<file path="src/rtl/division_apply_seq_pkg.sv">
// Shared types and constants for the element-wise signed divide sequencer.
package division_apply_pkg;

  typedef enum logic [2:0] {
    IDLE,
    RDA,
    RDB,
    LATCH,
    DIV,
    WR,
    DONE
  } state_t;

  localparam int unsigned DIV_CYCLES  = 32;
  localparam logic [31:0] DIV_ZERO_Q  = 32'hFFFF_FFFF;
  localparam int unsigned CMD_ADDR_W  = 8;
  localparam int unsigned CMD_LEN_W   = 8;

  typedef struct packed {
    logic [CMD_ADDR_W-1:0] dst;
    logic [CMD_ADDR_W-1:0] src;
    logic [CMD_LEN_W-1:0]  len;
  } cmd_t;

endpackage

</file>
<file path="src/rtl/division_apply_seq_if.sv">
// Command and EV-store port bundle; slave = sequencer, master = decoder/store side.
interface division_apply_seq_if #(
  parameter int unsigned ADDR_W = 8,
  parameter int unsigned LEN_W  = 8,
  parameter int unsigned DATA_W = 32
);

  logic              cmd_valid;
  logic              cmd_ready;
  logic [ADDR_W-1:0] cmd_dst;
  logic [ADDR_W-1:0] cmd_src;
  logic [LEN_W-1:0]  cmd_len;
  logic              rd_en;
  logic [ADDR_W-1:0] rd_addr;
  logic [DATA_W-1:0] rd_data;
  logic              wr_en;
  logic [ADDR_W-1:0] wr_addr;
  logic [DATA_W-1:0] wr_data;

  modport slave (
    input  cmd_valid, cmd_dst, cmd_src, cmd_len, rd_data,
    output cmd_ready, rd_en, rd_addr, wr_en, wr_addr, wr_data
  );

  modport master (
    output cmd_valid, cmd_dst, cmd_src, cmd_len, rd_data,
    input  cmd_ready, rd_en, rd_addr, wr_en, wr_addr, wr_data
  );

endinterface

</file>
<file path="src/rtl/division_apply_seq_div_iter_s32.sv">
// Signed radix-2 restoring divider: one quotient bit per cycle, truncates toward zero.
module div_iter_s32
  import division_apply_pkg::*;
(
  input  logic        clk,
  input  logic        rst,
  input  logic        start,
  input  logic [31:0] a,
  input  logic [31:0] b,
  output logic [31:0] q,
  output logic        done
);

  logic        running;
  logic [4:0]  cnt;
  logic        neg;
  logic [31:0] dvs;
  logic [31:0] rem;
  logic [31:0] work;
  logic [32:0] trial;
  logic [32:0] diff;
  logic        qbit;
  logic [31:0] rem_nxt;
  logic [31:0] work_nxt;

  always_comb begin
    trial    = {rem, work[31]};
    diff     = trial - {1'b0, dvs};
    qbit     = ~diff[32];
    rem_nxt  = qbit ? diff[31:0] : trial[31:0];
    work_nxt = {work[30:0], qbit};
  end

  // done is raised during the final iteration so the caller leaves its wait
  // state on the same edge that q takes its signed result.
  assign done = running && (cnt == 5'(DIV_CYCLES - 1));

  always_ff @(posedge clk) begin
    if (rst) begin
      running <= 1'b0;
      cnt     <= '0;
      neg     <= 1'b0;
      dvs     <= '0;
      rem     <= '0;
      work    <= '0;
      q       <= '0;
    end else if (start) begin
      running <= 1'b1;
      cnt     <= '0;
      neg     <= a[31] ^ b[31];
      dvs     <= b[31] ? -b : b;
      rem     <= '0;
      work    <= a[31] ? -a : a;
    end else if (running) begin
      rem  <= rem_nxt;
      work <= work_nxt;
      cnt  <= cnt + 5'd1;
      if (done) begin
        running <= 1'b0;
        q       <= neg ? -work_nxt : work_nxt;
      end
    end
  end

endmodule

</file>
<file path="src/rtl/division_apply_seq.sv">
// Sequencer for dst[i] = dst[i] / src[i] over the EV store, sharing one iterative divider.
// Optional abort/aborted ports enabled by defining DIVAPPLY_ABORT_EN.
module division_apply_seq
  import division_apply_pkg::*;
#(
  parameter int unsigned ADDR_W = CMD_ADDR_W,
  parameter int unsigned LEN_W  = CMD_LEN_W,
  parameter int unsigned DATA_W = 32
) (
  input  logic clk,
  input  logic rst,
  division_apply_seq_if.slave bus,
  output logic busy,
  output logic done,
  output logic dz_flag
`ifdef DIVAPPLY_ABORT_EN
  ,
  input  logic abort,
  output logic aborted
`endif
);

  state_t            state;
  state_t            state_nxt;
  cmd_t              cmd;
  logic [LEN_W-1:0]  idx;
  logic [LEN_W-1:0]  idx_inc;
  logic [LEN_W-1:0]  len;
  logic [ADDR_W-1:0] idx_a;
  logic [ADDR_W-1:0] dst_addr;
  logic [ADDR_W-1:0] src_addr;
  logic [31:0]       dividend;
  logic [31:0]       div_q;
  logic              zero_div;
  logic              divisor_zero;
  logic              accept;
  logic              abort_hit;
  logic              div_start;
  logic              div_done;

  assign len          = LEN_W'(cmd.len);
  assign idx_a        = ADDR_W'(idx);
  assign dst_addr     = ADDR_W'(cmd.dst) + idx_a;
  assign src_addr     = ADDR_W'(cmd.src) + idx_a;
  assign idx_inc      = idx + LEN_W'(1);
  assign divisor_zero = (bus.rd_data == '0);
  assign accept       = bus.cmd_valid && (state == IDLE);

`ifdef DIVAPPLY_ABORT_EN
  assign abort_hit = abort && (state != IDLE) && (state != DONE);
`else
  assign abort_hit = 1'b0;
`endif

  div_iter_s32 u_div (
    .clk   (clk),
    .rst   (rst),
    .start (div_start),
    .a     (dividend),
    .b     (bus.rd_data),
    .q     (div_q),
    .done  (div_done)
  );

  always_comb begin
    state_nxt     = state;
    bus.cmd_ready = 1'b0;
    bus.rd_en     = 1'b0;
    bus.rd_addr   = '0;
    bus.wr_en     = 1'b0;
    bus.wr_addr   = '0;
    bus.wr_data   = '0;
    busy          = (state != IDLE);
    done          = 1'b0;
    div_start     = 1'b0;
    case (state)
      IDLE: begin
        bus.cmd_ready = 1'b1;
        if (accept) state_nxt = (bus.cmd_len == '0) ? DONE : RDA;
      end
      RDA: begin
        bus.rd_en   = 1'b1;
        bus.rd_addr = dst_addr;
        state_nxt   = RDB;
      end
      RDB: begin
        bus.rd_en   = 1'b1;
        bus.rd_addr = src_addr;
        state_nxt   = LATCH;
      end
      LATCH: begin
        if (divisor_zero) begin
          state_nxt = WR;
        end else begin
          div_start = 1'b1;
          state_nxt = DIV;
        end
      end
      DIV: begin
        if (div_done) state_nxt = WR;
      end
      WR: begin
        if (!abort_hit) begin
          bus.wr_en   = 1'b1;
          bus.wr_addr = dst_addr;
          bus.wr_data = DATA_W'(zero_div ? DIV_ZERO_Q : div_q);
        end
        state_nxt = (idx_inc == len) ? DONE : RDA;
      end
      DONE: begin
        done      = 1'b1;
        state_nxt = IDLE;
      end
      default: state_nxt = IDLE;
    endcase
    if (abort_hit) state_nxt = DONE;
  end

  always_ff @(posedge clk) begin
    if (rst) begin
      state    <= IDLE;
      cmd      <= '0;
      idx      <= '0;
      dividend <= '0;
      zero_div <= 1'b0;
      dz_flag  <= 1'b0;
`ifdef DIVAPPLY_ABORT_EN
      aborted  <= 1'b0;
`endif
    end else begin
      state <= state_nxt;
      case (state)
        IDLE: begin
          if (accept) begin
            cmd <= '{dst: CMD_ADDR_W'(bus.cmd_dst),
                     src: CMD_ADDR_W'(bus.cmd_src),
                     len: CMD_LEN_W'(bus.cmd_len)};
            idx     <= '0;
            dz_flag <= 1'b0;
`ifdef DIVAPPLY_ABORT_EN
            aborted <= 1'b0;
`endif
          end
        end
        RDB:   dividend <= bus.rd_data;
        LATCH: begin
          zero_div <= divisor_zero;
          if (divisor_zero) dz_flag <= 1'b1;
        end
        WR:    idx <= idx_inc;
        default: ;
      endcase
`ifdef DIVAPPLY_ABORT_EN
      if (abort_hit) aborted <= 1'b1;
`endif
    end
  end

endmodule

</file>
<file path="src/flat_wrapper.sv">
// flat-port wrapper written by rule: the top's interface ports become plain ports
module division_apply_seq_flat import division_apply_pkg::*;
#(
  parameter int unsigned ADDR_W = CMD_ADDR_W,
  parameter int unsigned LEN_W  = CMD_LEN_W,
  parameter int unsigned DATA_W = 32
)
  (clk, rst, busy, done, dz_flag, bus_cmd_valid, bus_cmd_dst, bus_cmd_src, bus_cmd_len, bus_rd_data, bus_cmd_ready, bus_rd_en, bus_rd_addr, bus_wr_en, bus_wr_addr, bus_wr_data);
  division_apply_seq_if #(.ADDR_W(ADDR_W), .LEN_W(LEN_W), .DATA_W(DATA_W)) bus_i ();
  input  logic clk;
  input  logic rst;
  output logic busy;
  output logic done;
  output logic dz_flag;
  input wire logic [$bits(bus_i.cmd_valid)-1:0] bus_cmd_valid;
  input wire logic [$bits(bus_i.cmd_dst)-1:0] bus_cmd_dst;
  input wire logic [$bits(bus_i.cmd_src)-1:0] bus_cmd_src;
  input wire logic [$bits(bus_i.cmd_len)-1:0] bus_cmd_len;
  input wire logic [$bits(bus_i.rd_data)-1:0] bus_rd_data;
  output wire logic [$bits(bus_i.cmd_ready)-1:0] bus_cmd_ready;
  output wire logic [$bits(bus_i.rd_en)-1:0] bus_rd_en;
  output wire logic [$bits(bus_i.rd_addr)-1:0] bus_rd_addr;
  output wire logic [$bits(bus_i.wr_en)-1:0] bus_wr_en;
  output wire logic [$bits(bus_i.wr_addr)-1:0] bus_wr_addr;
  output wire logic [$bits(bus_i.wr_data)-1:0] bus_wr_data;
  assign bus_i.cmd_valid = bus_cmd_valid;
  assign bus_i.cmd_dst = bus_cmd_dst;
  assign bus_i.cmd_src = bus_cmd_src;
  assign bus_i.cmd_len = bus_cmd_len;
  assign bus_i.rd_data = bus_rd_data;
  assign bus_cmd_ready = bus_i.cmd_ready;
  assign bus_rd_en = bus_i.rd_en;
  assign bus_rd_addr = bus_i.rd_addr;
  assign bus_wr_en = bus_i.wr_en;
  assign bus_wr_addr = bus_i.wr_addr;
  assign bus_wr_data = bus_i.wr_data;
  division_apply_seq #(.ADDR_W(ADDR_W), .LEN_W(LEN_W), .DATA_W(DATA_W)) u_core (.clk(clk), .rst(rst), .bus(bus_i), .busy(busy), .done(done), .dz_flag(dz_flag));
endmodule
</file>
<file path="config.mk">
export PLATFORM = sky130hd
export DESIGN_NAME = division_apply_seq_flat
export DESIGN_NICKNAME = d
export VERILOG_FILES = /design/src/rtl/division_apply_seq_pkg.sv /design/src/rtl/division_apply_seq_if.sv /design/src/rtl/division_apply_seq_div_iter_s32.sv /design/src/rtl/division_apply_seq.sv /design/src/flat_wrapper.sv
export SDC_FILE = /design/constraint.sdc
export NUM_CORES = 1
export LEC_CHECK = 0
export ABC_CLOCK_PERIOD_IN_PS = 4100
export CAP_MARGIN = 10
export CORE_MARGIN = 2
export CORE_UTILIZATION = 35
export DETAILED_ROUTE_END_ITERATION = 6
export PLACE_DENSITY_LB_ADDON = 0.15
export REMOVE_ABC_BUFFERS = 1
export SLEW_MARGIN = 20
export SYNTH_ARGS = -nofsm -noshare
export SYNTH_HDL_FRONTEND = slang
export SYNTH_SLANG_ARGS = --single-unit
</file>
<file path="constraint.sdc">
create_clock -name clk -period 4.1 [get_ports clk]
set_input_delay 0.82 -clock clk [delete_from_list [all_inputs] [get_ports clk]]
set_output_delay 0.82 -clock clk [all_outputs]
set_load 0.005 [all_outputs]
</file>
==> results.md <==
* Pleak at about 5.7 nW
* Post-synth EDFFs at 0
* Final Hold Vio Count at 0
* Crit path launch type: flip-flop
* Initial drt markers at ~600
* #FFs+latches synth at 204
* Nets@finish at 1862
* Vias in the first global route at 11.7k
* Largest family of logic cells by synthesized area: compound AO/OA/AOI/OAI gates
* RSZ-0062 raised after global routing: yes
* Part of the Yosys area used for sequential elements at 31.8%
* CTS tree: yes
* First-pass DRT Iterations at 5
* Via count at 11.9k
* Total design power at ~6.8 mW
* H-tree depth at 1
* Antenna Cells at 0
* Row cnt at 70
* Full die area at 38200 um2
* HPWL after DPL at 27.7 mm
* Worst R2R Path Depth at 17
* Hold Crit Class: flip-flop to flip-flop
* Fmax at 0.255 GHz
* Crit. End Element: flip-flop
* Number of remaining DRC errors at 0
* Drt total wl at 37.6 mm
* Area Growth Syn to Fin at 20.7%
* Clk slew on worst S/H paths at 0.06 ns
* Total of max-cap violations at 0
* Netlist Area Pre-Place at 12800 um2
* CTS max path bufs at 3
* Pin count of the biggest net entering global routing at 103
* Vias per cell at approximately 5.3
* Top FF cell, synth: dfxtp_1
* Initial antenna violation count at 0
* Synth Instances at about 1.7k
* TritonCTS Sinks at between 200 and 250
* Skew final at between 0.015 and 0.02 ns
* VDD IR max at around 0.43 mV
* Warnings, synthesis at 0
* PortBufs at 112
* Post-synthesis adder-cell area fraction at 5.53%
* Starting density of the core at 35.3%
* Compound-Gate Fraction of Synth Area at 22.0%
* Congestion Overflow GR at 0
* Final cell count without fillers at 2236
* Syn Area/Cell at between 7 and 8 um2
* GRT Total Usage at about a fifth
* Core Region at 36300 um2
* Mux cell area share after synthesis at 4.22%
* Hold Path Depth at 2
* Chip width at 196 um
* Routed len/inst at between 15 and 20 um
* Post-Synth Simple-Gate Area at 21.9%
* Normalized max-slew margin at 36.5%
* Clk_lat worst skew at 0.54 ns
* CTS Hold Bufs at 0
* Final setup vio count at 0
* Synth Area in XOR/XNOR at approximately a tenth
* CP max FO at 3
* I/O pin count at 113
* ANT nets after route at 0
* Netlist cell types at 70
* WP data required at about 4.6 ns
* Outcome: finished, final reports clean
* Final GP Congestion at around 0.87
* Root buffer cell: clkbuf_16
* Number of buffers created by CTS at 26
* Pwr/cell area at 440 nW/um2
* Worst-margin pin slew at between 0.9 and 1 ns
* Placed Cells at between 2k and 2.5k
* Die Ht at 196 um
* First-pass GRT wire length at 61.0 mm
* Slew Limit Fails at 0
* Crit path kind: flip-flop to flip-flop
* Data arrival, critical path at 4.37 ns
* Ys async rst share at 0%
* Fraction of layout cells with a size suffix above 1 at 7.24%
* Fin crit share at 95.5%
* Final critical-path required period at 3.92 ns
[stage by stage]
stage	worst slack (ns)	setup TNS (ns)	hold WS [ns]	instance area, um2	utilization, %
after CTS	0.0738	0	0.461	15500	42.6
after global routing	-0.0340	-0.0515	0.485	15500	42.6
after global placement	0.136	0	0.450	14600	40.1
final	0.182	0	0.458	15500	42.6
after detailed placement	0.0671	0	0.453	14600	40.1
after floorplan	-3.76	-342.18	0.430	12400	-
[critical path, cell delays in order, from the launching register on]
cell and delay (ns):
dfxtp_1 0.38, inv_1 0.09, ha_1 0.22, fa_1 0.42, nor2b_1 0.16, o31a_1 0.18, o211ai_1 0.14, a21oi_2 0.22
o211ai_1 0.28, and2_4 0.29, xnor2_2 0.13, inv_1 0.14, ha_1 0.20, and3_1 0.20, nand3_1 0.15, o31ai_1 0.28
xor2_1 0.11, a211oi_1 0.23
[per-layer routing]
metal | up-vias | share of wire (%) | global-route usage, %
li1 | 6115 | - | -
met3 | 64 | 2.7 | 1.88
met5 | - | 0 | 0
met4 | 0 | 2.8 | 5.80
met2 | 194 | 46 | 32.9
met1 | 5531 | 48 | 26.0
[state kept, by name (all words and copies together), names as in the netlist]
name	cells
u_core.dividend	32
u_core.u_div.dvs	32
u_core.u_div.q	32
u_core.u_div.rem	32
u_core.u_div.work	32
u_core.cmd	16
u_core.idx	8
u_core.len	8
u_core.u_div.cnt	5
u_core.state	3
u_core.dz_flag	1
u_core.u_div.neg	1
u_core.u_div.running	1
u_core.zero_div	1
[cell families (layout without fill, tap and decap cells)]
family	Yosys count	count (layout)
multiplexers	54	54
XOR/XNOR	138	138
AND/OR/NAND/NOR	610	610
adder cells (fa/ha/maj)	55	55
buffers and inverters	172	271
flip-flops	204	204
AO/OA/AOI/OAI	436	436
[cells in the mapped netlist, drive strengths merged (13+ instances only)]
cell type | number | area share [%]
nor2 | 217 | 6.3
dfxtp | 204 | 32
nand2 | 188 | 5.5
a21oi | 135 | 5.3
clkbuf | 97 | 2.8
a211oi | 89 | 5.2
xnor2 | 87 | 5.9
o21ai | 70 | 2.7
inv | 62 | 1.8
mux2i | 53 | 4.1
ha | 52 | 5.1
xor2 | 51 | 3.5
nand3 | 44 | 1.7
nor3 | 26 | 1.1
o31ai | 24 | 1.5
and3 | 19 | 0.93
nor4 | 19 | 1.0
or3 | 17 | 0.92
a21o | 16 | 0.94
or4 | 16 | 0.99
o41ai | 15 | 1.0
buf | 13 | 0.45
[path summary, 6_finish.rpt]
| kind | start | end | slack (ns) |
|---|---|---|---|
| max | u_core.u_div.work[31]$_SDFFE_PP0P_ | u_core.u_div.q[26]$_SDFFE_PP0P_ | 0.18 |
| min reg2reg | u_core.cmd[14]$_SDFFE_PP0P_ | u_core.cmd[14]$_SDFFE_PP0P_ | 0.46 |
| max reg2reg | u_core.u_div.work[31]$_SDFFE_PP0P_ | u_core.u_div.q[26]$_SDFFE_PP0P_ | 0.18 |
| min | u_core.cmd[14]$_SDFFE_PP0P_ | u_core.cmd[14]$_SDFFE_PP0P_ | 0.46 |
[layout make-up]
| class | instances | area, um2 |
|---|---|---|
| fillers | 3706 | 20800 |
| clock inverters | 9 | 109 |
| inverters | 62 | 233 |
| repair buffers | 161 | 1550 |
| flip-flops and latches | 204 | 4090 |
| clock buffers | 39 | 790 |
| well taps | 468 | 586 |
| multi-input cells | 1293 | 8150 |
[what timing repair did]
item | 4_1_cts | 5_1_grt
gates cloned | 0 | 0
endpoints found under the setup margin | 1 | 21
resized for setup | 1 | 6
pin swaps | 0 | 1
hold endpoints to repair | 0 | 0
setup buffers | 0 | 1
[report_power, final]
part | switching, mW | internal (mW)
Combinational | 1.37 | 0.933
Clock | 0.903 | 1.45
Sequential | 0.0900 | 2.06
[cell usage in the layout (no fill, tap or decap), types with 16 or more instances in the layout]
master           Yosys  routed
inv_1               61      61
xnor2_1             87      86
nor2_1             217     217
mux2i_1             53      53
a21o_1              16      16
buf_4                0      45
o21ai_0             70      70
clkbuf_16            0      26
nor3_1              25      25
nand3_1             44      44
ha_1                52      52
xor2_1              51      51
a211oi_1            88      86
dfxtp_1            204     202
nor4_1              17      17
a21oi_1            135     132
and3_1              19      18
clkdlybuf4s50_1      0     111
nand2_1            188     188
o31ai_1             22      22
Power figures use the tool's default switching activity.
